`config.mk`:
```
export PLATFORM = sky130hd
export DESIGN_NAME = nnvr_builder
export DESIGN_NICKNAME = d
export VERILOG_FILES = /design/src/rtl/nnvr_builder.sv
export SDC_FILE = /design/constraint.sdc
export NUM_CORES = 1
export LEC_CHECK = 0
export CAP_MARGIN = 40
export CORE_ASPECT_RATIO = 0.75
export CORE_MARGIN = 5
export CORE_UTILIZATION = 48
export CTS_CLUSTER_DIAMETER = 150
export CTS_CLUSTER_SIZE = 40
export DETAILED_ROUTE_END_ITERATION = 6
export GPL_TIMING_DRIVEN = 1
export PLACE_DENSITY = 0.83
export SLEW_MARGIN = 0
export SYNTH_ARGS = -nofsm -noshare
export SYNTH_HDL_FRONTEND = slang
export SYNTH_SLANG_ARGS = --single-unit
```
`constraint.sdc`:
```
create_clock -name i_clk -period 2.77 [get_ports i_clk]
set_input_delay 0.554 -clock i_clk [delete_from_list [all_inputs] [get_ports i_clk]]
set_output_delay 0.554 -clock i_clk [all_outputs]
set_load 0.01 [all_outputs]
```
`src/rtl/nnvr_builder.sv`:
```
// Raster scan of the dense IFM that emits a compacted list of the addresses of
// non-zero values into NNVR memory, together with the resulting count.
module nnvr_builder #(
  parameter int FM_SIZE    = 4,
  parameter int DATA_WIDTH = 16,
  parameter int RD_LATENCY = 1,
  localparam int AW        = $clog2(FM_SIZE * FM_SIZE)
) (
  input  logic                         i_clk,
  input  logic                         i_rst,
  input  logic                         i_start,
  output logic [AW:0]                  o_ifm_r_addr,
  output logic                         o_ifm_r_en,
  input  logic signed [DATA_WIDTH-1:0] i_data,
  output logic [AW:0]                  o_nnvr_w_addr,
  output logic [AW-1:0]                o_nnvr_w_data,
  output logic                         o_nnvr_w_en,
  output logic [AW:0]                  o_values,
  output logic                         o_busy,
  output logic                         o_done
);

  localparam int          NUM_VALUES = FM_SIZE * FM_SIZE;
  localparam logic [AW:0] LAST_ADDR  = (AW + 1)'(NUM_VALUES - 1);
  localparam logic [AW:0] ONE        = (AW + 1)'(1);

  typedef enum logic [1:0] {
    S_IDLE,
    S_SCAN,
    S_DRAIN,
    S_DONE
  } state_t;

  state_t                  state_q, state_d;
  logic [AW:0]             r_addr_q, r_addr_d;
  logic                    r_en_q, r_en_d;
  logic [RD_LATENCY-1:0]   tag_v_q, tag_v_d;
  logic [AW-1:0]           tag_a_q [RD_LATENCY];
  logic [AW-1:0]           tag_a_d [RD_LATENCY];
  logic [AW:0]             w_addr_q, w_addr_d;
  logic [AW-1:0]           w_data_q, w_data_d;
  logic                    w_en_q, w_en_d;
  logic [AW:0]             values_q, values_d;
  logic                    done_q, done_d;

  always_ff @(posedge i_clk or posedge i_rst) begin
    if (i_rst) begin
      state_q  <= S_IDLE;
      r_addr_q <= '0;
      r_en_q   <= 1'b0;
      tag_v_q  <= '0;
      for (int unsigned i = 0; i < RD_LATENCY; i++) tag_a_q[i] <= '0;
      w_addr_q <= '0;
      w_data_q <= '0;
      w_en_q   <= 1'b0;
      values_q <= '0;
      done_q   <= 1'b0;
    end else begin
      state_q  <= state_d;
      r_addr_q <= r_addr_d;
      r_en_q   <= r_en_d;
      tag_v_q  <= tag_v_d;
      for (int unsigned i = 0; i < RD_LATENCY; i++) tag_a_q[i] <= tag_a_d[i];
      w_addr_q <= w_addr_d;
      w_data_q <= w_data_d;
      w_en_q   <= w_en_d;
      values_q <= values_d;
      done_q   <= done_d;
    end
  end

  always_comb begin
    state_d  = state_q;
    r_addr_d = r_addr_q;
    r_en_d   = 1'b0;
    w_addr_d = w_addr_q;
    w_data_d = w_data_q;
    w_en_d   = 1'b0;
    values_d = values_q;
    done_d   = done_q;

    // The issued address register is tag stage 0; these are stages 1..RD_LATENCY,
    // so the last stage lines up with the data returned for that address.
    tag_v_d    = '0;
    tag_v_d[0] = r_en_q;
    for (int unsigned i = 0; i < RD_LATENCY; i++) tag_a_d[i] = '0;
    tag_a_d[0] = r_addr_q[AW-1:0];
    for (int unsigned i = 1; i < RD_LATENCY; i++) begin
      tag_v_d[i] = tag_v_q[i-1];
      tag_a_d[i] = tag_a_q[i-1];
    end

    if (tag_v_q[RD_LATENCY-1] && (i_data != '0)) begin
      w_en_d   = 1'b1;
      w_data_d = tag_a_q[RD_LATENCY-1];
      w_addr_d = values_q;
      values_d = values_q + ONE;
    end

    case (state_q)
      S_SCAN: begin
        r_addr_d = r_addr_q + ONE;
        r_en_d   = (r_addr_q != LAST_ADDR);
        if (r_addr_q == LAST_ADDR) state_d = S_DRAIN;
      end
      S_DRAIN: begin
        if (tag_v_q == '0) begin
          state_d = S_DONE;
          done_d  = 1'b1;
        end
      end
      default: ;
    endcase

    // Starting (from IDLE or DONE) overrides everything: the pipeline is
    // already empty there, so no pending write can be lost.
    if ((state_q == S_IDLE || state_q == S_DONE) && i_start) begin
      state_d  = S_SCAN;
      r_addr_d = '0;
      r_en_d   = 1'b1;
      tag_v_d  = '0;
      w_addr_d = '0;
      w_en_d   = 1'b0;
      values_d = '0;
      done_d   = 1'b0;
    end
  end

  assign o_ifm_r_addr  = r_addr_q;
  assign o_ifm_r_en    = r_en_q;
  assign o_nnvr_w_addr = w_addr_q;
  assign o_nnvr_w_data = w_data_q;
  assign o_nnvr_w_en   = w_en_q;
  assign o_values      = values_q;
  assign o_busy        = (state_q == S_SCAN) || (state_q == S_DRAIN);
  assign o_done        = done_q;

endmodule
```
==> out/metrics.cfg <==
[timing]
tightest_slew_ns = 0.938
hold_violations = 0
fin_setup_tns_ns = 0
min_period_ns = 2.27
slew_headroom_pct = 37.5
finalSetupViolCount = 0
finalClockSkew_ns = 0.00745
rsz0062_at_grt = no
drv_slew = 0
fmax_ghz = 0.440
period_share_pct = 82.0

[cts]
clock_latency_ns = 0.32
cts_tree = yes
clk_pin_slew_worst_paths_ns = 0.09
cts_made_buffers = 5
postCtsSetupBuffers = 0
hold_buffers = 0
max-clock-path-buffers = 2
cts_htree_levels = 2
cts.sinks = 29
cts_root_buffer = clkbuf_4
cts-resized-gates = 0

[final_layout]
final_area_sq_mm = 0.00180
post-route-util_pct = 69.7
area_growth_pct = 40.4
num-nets-final = 183
fin_cells = 196
drive_above_1_share_pct = 11.9
n_antenna_cell = 0

[global_routing]
grt_use_total_pct = 16.5
grt_max_degree = 30
grt_pass1_wl_mm = 4.67
antenna_found_initial = 0
overflow = 0
grt_pass1_vias = 1042

[critical_path]
critPathKind = register to output pin
crit_path_frequent_cell = inv_1
cp.arrival_ns = 1.72
cpMaxStageDelayCell = clkdlybuf4s50_1
cp_top_family = buffers and inverters
path_cells = inv_1 -> ha_1 -> inv_1 -> clkdlybuf4s50_1
cp_num_buf_inv = 3
cp_data_required_time_ns = 2.22
end_kind = output pin
max_stage_delay_ns = 0.54
start_kind = register
cp_max_fo = 4

[synth]
synth_area_sq_mm = 0.00128
ys_ff_latch = 29
synthCells = 115
yosys_warnings = 0
synthTopCellsByArea = dfrtp_1 57%, ha_1 4.9%, mux2_4 4.7%, nor4_2 3.9%, nand2_1 3.8%
avgSynthCellArea_sq_um = 11.2
seq_area_frac_synth_pct = 56.6
synth.top_cell.area_share_pct = 56.6
yosys.area.top_type = dfrtp_1
ys_types = 26
synth_nets = 139

[route]
drtIter0Drc = 38
post_drt_wl_per_cell_microns = 14.7
vias = 1013
viasPerCell = 5.17
drt_wl_total_mm = 2.87
ant_nets = 0
firstDrtPassIters = 4
route.detailed.drc = 0

[die]
row_count = 16
chipWidth_microns = 69.7
dieArea_sq_mm = 0.00382
io_pins = 42
core_area_sq_mm = 0.00258
die_h_microns = 54.8
start_util_pct = 49.7

[min_path]
hold_class = register to register

[placement]
place_inst = 188
place_congestion = 0.745
dp_hpwl_mm = 2.13
port_buffers = 41
placed_area_sq_mm = 0.00173

[pwr]
powerDensity_mw_per_mm2 = 996
peakVddDrop_mv = 0.677
total_leakage_power_nw = 0.805

[run_status]
status = completed

[run]
cap_violations = 0

[kinds of logic after synthesis]
| group | after synthesis | synth area share (%) |
|---|---|---|
| fa+ha+maj | 5 | 4.88 |
| mux | 5 | 5.46 |
| buf+inv | 12 | 3.81 |
| xor+xnor | 5 | 3.42 |
| flops | 29 | 56.6 |
| simple gates | 40 | 16.5 |
| compound gates | 19 | 9.37 |
[synthesized netlist by cell type]
cell and instances:
a211oi_1 1, a21o_1 1, a21oi_1 4, a21oi_2 1, a31oi_1 1, a41o_1 1
a41oi_1 2, and2_1 3, and3_1 2, buf_4 1, clkbuf_1 4, dfrtp_1 29
ha_1 5, inv_1 7, mux2_4 4, mux2i_1 1, nand2_1 13, nand2b_1 1
nand3_1 7, nand4_1 1, nor2_1 9, nor4_2 4, o211ai_1 1, o21ai_0 7
xnor2_1 3, xor2_1 2
[flip-flops by register name, indices dropped and copies added, names as in the netlist]
signal	flops
o_values	5
tag_a_q	4
o_ifm_r_addr	5
o_nnvr_w_addr	5
o_nnvr_w_en	1
o_done	1
state_q	2
tag_v_q	1
o_nnvr_w_data	4
o_ifm_r_en	1
[through the flow]
stage	power, mW	worst slack [ns]	hold slack (ns)
after detailed placement	1.51	0.245	0.428
after floorplan	1.15	1.17	0.457
final	1.79	0.499	0.452
after CTS	1.80	0.489	0.449
after global placement	1.48	0.373	0.435
after global routing	1.92	0.396	0.463
[where the power goes]
| part | switching (mW) | internal [mW] | leakage (nW) |
|---|---|---|---|
| Clock | 0.139 | 0.147 | 0.0413 |
| Combinational | 0.393 | 0.418 | 0.387 |
| Sequential | 0.121 | 0.574 | 0.376 |
[area by class of cell]
class                      instances  area [sq um]
fill                             193           782
tap                               36          45.0
clock inverter                     1          5.00
sequential                        29           726
clock buffer                       7          65.1
multi-input combinational         74           515
timing repair buffer              42           418
inverter                           7          26.3
[placed cells by master, fill, tap and decap left out, drive strengths merged, types with 2 or more instances in the layout]
cell type | synthesis | layout
nand3 | 7 | 7
xnor2 | 3 | 3
o21ai | 7 | 7
and3 | 2 | 2
nand2 | 13 | 13
mux2 | 4 | 4
clkbuf | 4 | 7
xor2 | 2 | 2
dfrtp | 29 | 29
a41oi | 2 | 2
nor4 | 4 | 4
nor2 | 9 | 9
a21oi | 5 | 5
inv | 7 | 7
ha | 5 | 5
and2 | 3 | 3
clkdlybuf4s50 | 0 | 41
[worst register-to-register path: cells and delay by family, from the launching register on]
kind                   cells  cell delay, ns
AOI/OAI and AO/OA          2            0.97
and+or+nand+nor            1            0.25
buffers and inverters      1            0.10
DFF                        1            0.38
[routing by layer]
layer	global-route usage (%)	routed length (microns)	up-vias
met5	0	0	-
li1	-	-	490
met3	5.87	146	6
met2	28.8	1440	28
met1	18.3	1220	489
met4	8.92	59	0
[path summary, 6_finish.rpt]
kind                                              from                      endpoint  slack (ns)  depth (start not counted)
max                             state_q[0]$_DFFE_PP0P_                        o_busy        0.50                          4
min                        o_ifm_r_addr[3]$_DFFE_PP0P_          tag_a_q[3]$_DFF_PP0_        0.45                          0
max reg2reg                          tag_v_q$_DFF_PP0_       o_values[3]$_DFFE_PP0P_        0.99                          4
min reg2reg                o_ifm_r_addr[3]$_DFFE_PP0P_          tag_a_q[3]$_DFF_PP0_        0.45                          0
max in group asynchronous                        i_rst   o_ifm_r_addr[1]$_DFFE_PP0P_        1.90                          3
min in group asynchronous                        i_rst  o_nnvr_w_addr[4]$_DFFE_PP0P_        0.60                          3
No activity file was read; power rests on OpenSTA's default activity.
